===== src/rtl/mux_n_reg_arb_pkg.sv =====
// Shared definitions for the N-channel registered mux/arbiter: mode encodings
// and the index-width helper used to size select and channel ports.
package mux_n_reg_arb_pkg;

    localparam logic MODE_SEL = 1'b0;
    localparam logic MODE_RR  = 1'b1;

    // Number of bits needed to index `value` items (at least 1).
    function automatic int clog2(input int value);
        int bits;
        bits = 0;
        while ((1 << bits) < value) bits++;
        return (bits == 0) ? 1 : bits;
    endfunction

endpackage


===== src/rtl/mux_n_reg_arb_rr_arbiter.sv =====
// Combinational rotating-priority arbiter: scans requests starting at ptr and
// wrapping modulo N, reporting the first requester found.
module rr_arbiter
    import mux_n_reg_arb_pkg::*;
#(
    parameter  int N    = 4,
    localparam int SELW = clog2(N)
) (
    input  logic [N-1:0]    req,
    input  logic [SELW-1:0] ptr,
    output logic [SELW-1:0] gnt_idx,
    output logic            gnt_any
);

    // The first hit wins; later hits are ignored once gnt_any is set.
    always_comb begin
        int                sum;
        logic [SELW-1:0]   idx;
        sum     = 0;
        idx     = '0;
        gnt_any = 1'b0;
        gnt_idx = '0;
        for (int k = 0; k < N; k++) begin
            sum = int'(ptr) + k;
            if (sum >= N) sum = sum - N;
            idx = SELW'(sum);
            if (!gnt_any && req[idx]) begin
                gnt_any = 1'b1;
                gnt_idx = idx;
            end
        end
    end

endmodule


===== src/rtl/mux_n_reg_arb.sv =====
// N-channel registered multiplexer with valid/ready on every port; selects by
// index (mode 0) or round-robin among valid channels (mode 1).
module mux_n_reg_arb
    import mux_n_reg_arb_pkg::*;
#(
    parameter  int N    = 4,
    parameter  int W    = 8,
    localparam int SELW = clog2(N)
) (
    input  logic            clk,
    input  logic            reset,
    input  logic            mode,
    input  logic [SELW-1:0] select,
    input  logic [N*W-1:0]  in_data,
    input  logic [N-1:0]    in_valid,
    output logic [N-1:0]    in_ready,
    output logic [W-1:0]    out_data,
    output logic [SELW-1:0] out_chan,
    output logic            out_valid,
    input  logic            out_ready
);

    logic [W-1:0]    data_q,  data_d;
    logic [SELW-1:0] chan_q,  chan_d;
    logic            valid_q, valid_d;
    logic [SELW-1:0] ptr_q,   ptr_d;

    logic [SELW-1:0] rrIdx;
    logic            rrAny;
    logic [SELW-1:0] grantIdx;
    logic            grantAny;
    logic [W-1:0]    grantData;
    logic            load;
    logic            transferIn;

    rr_arbiter #(.N(N)) u_rr_arbiter (
        .req     (in_valid),
        .ptr     (ptr_q),
        .gnt_idx (rrIdx),
        .gnt_any (rrAny)
    );

    // Select-mode grant only exists for an in-range index with its valid high.
    always_comb begin
        grantIdx = '0;
        grantAny = 1'b0;
        if (mode == MODE_RR) begin
            grantIdx = rrIdx;
            grantAny = rrAny;
        end else begin
            for (int i = 0; i < N; i++) begin
                if (select == SELW'(i) && in_valid[i]) begin
                    grantIdx = select;
                    grantAny = 1'b1;
                end
            end
        end
    end

    always_comb begin
        grantData = '0;
        for (int i = 0; i < N; i++) begin
            if (grantIdx == SELW'(i)) grantData = in_data[i*W +: W];
        end
    end

    // out_ready reaches in_ready combinationally through load.
    assign load       = !valid_q || out_ready;
    assign transferIn = !reset && load && grantAny;

    always_comb begin
        in_ready = '0;
        for (int i = 0; i < N; i++) begin
            in_ready[i] = transferIn && (grantIdx == SELW'(i));
        end
    end

    always_comb begin
        data_d  = data_q;
        chan_d  = chan_q;
        valid_d = valid_q;
        ptr_d   = ptr_q;
        if (transferIn) begin
            data_d  = grantData;
            chan_d  = grantIdx;
            valid_d = 1'b1;
            if (mode == MODE_RR) begin
                ptr_d = (int'(grantIdx) == N - 1) ? '0 : grantIdx + 1'b1;
            end
        end else if (out_ready) begin
            valid_d = 1'b0;
        end
    end

    always_ff @(posedge clk) begin
        if (reset) begin
            data_q  <= '0;
            chan_q  <= '0;
            valid_q <= 1'b0;
            ptr_q   <= '0;
        end else begin
            data_q  <= data_d;
            chan_q  <= chan_d;
            valid_q <= valid_d;
            ptr_q   <= ptr_d;
        end
    end

    assign out_data  = data_q;
    assign out_chan  = chan_q;
    assign out_valid = valid_q;

endmodule

===== config.mk =====
export PLATFORM = sky130hd
export DESIGN_NAME = mux_n_reg_arb
export DESIGN_NICKNAME = d
export VERILOG_FILES = /design/src/rtl/mux_n_reg_arb_pkg.sv /design/src/rtl/mux_n_reg_arb_rr_arbiter.sv /design/src/rtl/mux_n_reg_arb.sv
export SDC_FILE = /design/constraint.sdc
export NUM_CORES = 1
export LEC_CHECK = 0
export ABC_CLOCK_PERIOD_IN_PS = 5050
export CORE_UTILIZATION = 38
export DETAILED_ROUTE_END_ITERATION = 12
export HOLD_SLACK_MARGIN = 0.15
export PLACE_DENSITY = 0.8
export SLEW_MARGIN = 20
export SYNTH_ARGS = -nofsm -noshare
export SYNTH_HDL_FRONTEND = slang
export SYNTH_SLANG_ARGS = --single-unit

===== constraint.sdc =====
create_clock -name clk -period 5.05 [get_ports clk]
set_input_delay 1.515 -clock clk [delete_from_list [all_inputs] [get_ports clk]]
set_output_delay 1.515 -clock clk [all_outputs]
set_load 0.01 [all_outputs]

# After elaboration in Yosys (flattened, before gate mapping)
# Index checks and enable logic that the tools add are counted.
[word_totals]
ff_bits = 13
in_bits = 42
out_inout_bits = 15
[classes]
addsub = 8
order_cmp = 8
n_eq_ne = 7
n_mux = 37
reduce_logical = 23
[op_table]
columns = ["op", "count"]
rows = [
  ["$mux 8", 4],
  ["$mux 2", 14],
  ["$mux 1", 15],
  ["$logic_and 1x1->1", 13],
  ["$lt 2x3->1 const B", 4],
  ["$ge 3x3->1 const B", 3],
  ["$bmux 1 s2", 4],
  ["$eq 2x2->1 const B", 4],
  ["$sub 2x1->2 const B", 4],
  ["$add 2x2->3 const B", 2],
  ["$eq 2x1->1 const B", 3],
  ["$logic_not 1->1", 5],
  ["$logic_not 2->1", 2],
  ["$add 2x1->3 const B", 1],
  ["$ge 2x3->1 const B", 1],
  ["$add 2x1->2 const B", 1],
  ["$reduce_and 2->1", 1],
  ["$reduce_bool 2->1", 1],
  ["$logic_or 1x1->1", 1],
]

# Longest topological paths before layout
[logic_depth]
ltp_word = 20
mapped_depth = 11
mapped_depth_nobuf = 9

# Modules after synthesis
# From an unflattened synthesis, not the netlist that was laid out.
[unflattened]
cells_unflattened = 115
area_unflattened_um2 = 945.9
[by_module_without_submodules]
columns = ["mod", "n_inst", "cells_per_inst", "area_each_um2"]
rows = [
  ["mux_n_reg_arb", 1, 100, 868.3],
  ["rr_arbiter", 1, 15, 77.6],
]

# Worst setup path after synthesis
# OpenSTA, ideal clock, no wires.
[synth_timing]
path_type = "input-to-output"
from = "input port in_valid[1]"
to = "output port in_ready[2]"
t_arrival_ns = 3.023
t_required_ns = 3.535
setup_slack_ns = 0.512
stages = 6
path_buffers = 2
cell_sequence = "nor4_2 a21o_1 ha_1 clkbuf_1 clkbuf_1 and2_1"
[synth_between]
elab_chain_len = 15
elab_cells_between_ends = 34
cone_classes = "eq/ne: 1; mux: 24; reduce/logical: 9"
[synth_lines]
columns = ["element", "line_no", "source"]
rows = [
  ["start, declared", "mux_n_reg_arb.sv:15", "input logic [N-1:0] in_valid,"],
  ["$bmux 1 s2", "mux_n_reg_arb_rr_arbiter.sv:27", "if (!gnt_any && req[idx]) begin"],
  ["$mux 1 (implied by the code)", "mux_n_reg_arb_rr_arbiter.sv:27", ""],
  ["$mux 1", "mux_n_reg_arb_rr_arbiter.sv:27", ""],
  ["$logic_not 1->1", "mux_n_reg_arb_rr_arbiter.sv:27", ""],
  ["$logic_and 1x1->1", "mux_n_reg_arb_rr_arbiter.sv:27", ""],
  ["$mux 1", "mux_n_reg_arb_rr_arbiter.sv:27", ""],
  ["$logic_not 1->1", "mux_n_reg_arb_rr_arbiter.sv:27", ""],
  ["$logic_and 1x1->1", "mux_n_reg_arb_rr_arbiter.sv:27", ""],
  ["$mux 1", "mux_n_reg_arb_rr_arbiter.sv:27", ""],
  ["$logic_not 1->1", "mux_n_reg_arb_rr_arbiter.sv:27", ""],
  ["$logic_and 1x1->1", "mux_n_reg_arb_rr_arbiter.sv:27", ""],
  ["$mux 2 / $mux 1 (equally long branches)", "mux_n_reg_arb_rr_arbiter.sv:27", ""],
  ["$mux 2 / $mux 1 (equally long branches)", "mux_n_reg_arb.sv:47", "if (mode == MODE_RR) begin"],
  ["$eq 2x2->1 / $logic_and 1x1->1 (equally long branches)", "mux_n_reg_arb.sv:74, mux_n_reg_arb.sv:69", ""],
  ["$logic_and 1x1->1 (*)", "mux_n_reg_arb.sv:74", "in_ready[i] = transferIn && (grantIdx == SELW'(i));"],
  ["end, declared", "mux_n_reg_arb.sv:16", "output logic [N-1:0] in_ready,"],
]
# Every way passes the cells marked *; elsewhere a longest branch is shown, timed or not. The select of a mux whose other input is x is not followed.

# Worst setup path in the final report
[layout_timing]
from = "input port in_valid[0]"
to = "output port in_ready[2]"
[layout_between]
elab_chain_len = 15
elab_cells_between_ends = 36
cone_classes = "eq/ne: 1; mux: 26; reduce/logical: 9"
[layout_lines]
columns = ["element", "line_no", "source"]
rows = [
  ["$bmux 1 s2", "mux_n_reg_arb_rr_arbiter.sv:27", ""],
  ["$mux 1 (implied by the code)", "mux_n_reg_arb_rr_arbiter.sv:27", ""],
  ["$mux 1", "mux_n_reg_arb_rr_arbiter.sv:27", ""],
  ["$logic_not 1->1", "mux_n_reg_arb_rr_arbiter.sv:27", ""],
  ["$logic_and 1x1->1", "mux_n_reg_arb_rr_arbiter.sv:27", ""],
  ["$mux 1", "mux_n_reg_arb_rr_arbiter.sv:27", ""],
  ["$logic_not 1->1", "mux_n_reg_arb_rr_arbiter.sv:27", ""],
  ["$logic_and 1x1->1", "mux_n_reg_arb_rr_arbiter.sv:27", ""],
  ["$mux 1", "mux_n_reg_arb_rr_arbiter.sv:27", ""],
  ["$logic_not 1->1", "mux_n_reg_arb_rr_arbiter.sv:27", ""],
  ["$logic_and 1x1->1", "mux_n_reg_arb_rr_arbiter.sv:27", ""],
  ["$mux 2", "mux_n_reg_arb_rr_arbiter.sv:27", ""],
  ["$mux 2 (*)", "mux_n_reg_arb.sv:47", ""],
  ["via grantIdx[1]", "mux_n_reg_arb.sv:30", "logic [SELW-1:0] grantIdx;"],
  ["$eq 2x2->1 (*)", "mux_n_reg_arb.sv:74", ""],
  ["$logic_and 1x1->1 (*)", "mux_n_reg_arb.sv:74", ""],
]
# Mark *: on every way through the listed nets, which the timed path passes. The rest lies on a longest branch. The select of a mux whose other input is x is not followed.

==> flow_summary.toml <==
[outcome]
outcome = "completed"

[sta]
maxSlewViolCount = 0
fmax_mhz = 203.2
fin_setup_tns_ns = 0
hold_viol_final = 0
relSlewSlack_pct = 69.58
rsz0062_at_grt = "false"
tightest_slew_ns = 0.4553
fin_ws_ns = 0.1295
holdWs_ns = 0.4707
setup_viol = 0
min_period_over_period_pct = 97.44
min_period_ns = 4.920
finClkSkew_ns = 0.001463

[die]
initial_utilization_pct = 40.35
rows = 18
dieWidth_um = 53.29
core_area_sq_um = 2477
die_height_um = 53.29
dieArea_sq_um = 2840
io_pins = 57

[power_and_ir_drop]
finalPower_uw = 391.8
p_leak_nw = 0.7797
power_density_nw_per_um2 = 226.6
peakVddDrop_mv = 0.2030

[clock_tree]
ctsHoldBuffers = 0
clockRootBuffer = "clkbuf_4"
htreeDepth = 1
cts_made_buffers = 3
clock_path_buffers = 2
cts_tree = "yes"
clkSlewWorstSetupHoldPaths_ns = 0.08
clk_latency_ns = 0.27
cts_sinks = 13

[final_layout]
drive_gt1_share_pct = 15.05
synthToLayoutAreaGrowth_pct = 72.97
finalNetCount = 233
n_antenna_cell = 0

[setup_path]
cp-endpoint = "in_ready[2]"
cp-end-kind = "output pin"
worstSetupStartpoint = "in_valid[0]"
cp.arrival_ns = 3.41
rrSetupSlack_ns = 2.67
setup.worst_path.start_class = "input port"
r2r_cells = 10
worstPathRequired_ns = 3.54
cp_max_fo = 4
reg2reg_to = "out_data[3]$_SDFFE_PP0N_"
path_class = "input port to output pin"
r2r-start = "ptr_q[0]$_SDFFE_PP0P_"

[synth]
synth_commonest_cells = "dfxtp_1, mux2i_1, nand2_1, a21oi_1, inv_1"
synth_top_area_share_pct = 26.03
seq_area_frac_synth_pct = 26.03
ys.flop_type = "dfxtp_1"
yosysTopAreaCell = "dfxtp_1"
synth_cell_types = 28
yosysWarnings = 0
syn_inst = 118
syn_avg_cell_area_sq_um = 8.472
ys_ff_latch = 13
async_reset_ff_share_pct = 0
synthTopCellsByArea = "dfxtp_1, mux2i_1, a221o_1"
synth_enable_flop_cells = 0
syn_nets = 164
synth_area_sq_um = 999.7

[place]
post-place-ws_ns = -0.1147
hpwl_mm = 2.511
portBuffers = 56
gp_congestion = 0.7857

[drt]
routed_wl_mm = 3.263
drt_iter0_markers = 19
via_count = 1148
drc_errors = 0
vias_per_cell = 5.315
antenna_left = 0
dr.pass1.iters = 4
routedWlPerCell_um = 15.11

[grt]
overflow = 0
grt_pass1_wl_mm = 4.692
grt_antenna_before_repair = 0
grt_max_degree = 17
grtUsageTotal_pct = 22.62
first_global_vias = 1068

[min_path]
hold_class = "flip-flop to flip-flop"

[job]
maxCapViolations = 0
[metrics by stage]
step | util [%] | std cells | cell area (sq um)
after detailed placement | 67.22 | 210 | 1665
after CTS | 68.64 | 215 | 1700
after floorplan | - | 118 | 999.7
final | 69.80 | 216 | 1729
after global placement | 67.22 | 210 | 1665
after global routing | 69.80 | 216 | 1729
[sequential cells by signal (all words and copies together) (netlist names)]
register / cells
out_data: 8
out_valid: 1
out_chan: 2
ptr_q: 2
[how the worst min path moves through the flow]
stage	from	slack, ns	cells after the start	end
after floorplan	out_chan[0]$_SDFFE_PP0N_	0.48	2	out_chan[0]$_SDFFE_PP0N_
after global placement	out_data[7]$_SDFFE_PP0N_	0.44	2	out_data[7]$_SDFFE_PP0N_
after detailed placement	out_data[7]$_SDFFE_PP0N_	0.45	2	out_data[7]$_SDFFE_PP0N_
after CTS	out_data[5]$_SDFFE_PP0N_	0.47	2	out_data[5]$_SDFFE_PP0N_
after global routing	out_data[5]$_SDFFE_PP0N_	0.48	2	out_data[5]$_SDFFE_PP0N_
final	out_data[5]$_SDFFE_PP0N_	0.47	2	out_data[5]$_SDFFE_PP0N_
[report_power, final]
| part | total (mW) | internal (mW) | switching [mW] |
|---|---|---|---|
| sequential | 0.130 | 0.119 | 0.0108 |
| combinational | 0.199 | 0.114 | 0.0853 |
| clock | 0.0622 | 0.0306 | 0.0316 |
| total | 0.392 | 0.264 | 0.128 |
[what timing repair did]
item / 4_1_cts / 5_1_grt
buffers inserted: 1 / 1
pin swaps: 2 / 0
resized for setup: 6 / 6
setup endpoints to repair: 4 / 2
[kinds of logic (layout without fill, tap and decap cells)]
group           count (synthesis)  count (layout)  share of synthesized area [%]
buf+inv                        19              87                          8.260
compound gates                 37              37                          28.66
flops                          13              13                          26.03
fa+ha+maj                       4               4                          5.006
simple gates                   31              31                          16.40
mux                            14              14                          15.64
[routing by layer]
metal	track usage, %	vias to the layer above	share of wire [%]
li1	-	562	-
met1	28.76	554	43
met2	38.96	30	53
met3	2.299	2	3.0
met4	7.456	0	0.61
met5	0	-	0
[critical path, stage by stage]
cell and delay, ns:
clkdlybuf4s50_1 0.52, nand2_1 0.07, a211o_1 0.30, a31oi_1 0.16
buf_4 0.15, inv_1 0.06, ha_1 0.20, and2_1 0.14
dlygate4sd2_1 0.28
[cells in the final DEF, fill, tap and decap left out, types with 2 or more instances in the layout]
cell type,netlist,final
a21o_1,2,2
a21oi_1,10,9
a221o_1,7,7
a22oi_1,8,8
and2_1,4,4
buf_4,1,17
clkbuf_4,0,3
clkdlybuf4s50_1,0,50
dfxtp_1,13,13
dlygate4sd2_1,0,4
dlymetal6s2s_1,0,2
ha_1,4,4
inv_1,9,9
mux2i_1,13,13
nand2_1,13,13
nor2_1,3,3
nor2b_1,6,6
nor3b_1,3,2
[cell type report]
cell class	count	area, sq um
fillers	207	748.2
repair buffers	73	688.2
multi-input cells	86	679.4
flip-flops and latches	13	260.3
inverters	10	37.54
well taps	30	37.54
clock buffers	4	26.28
Power figures use the tool's default switching activity.
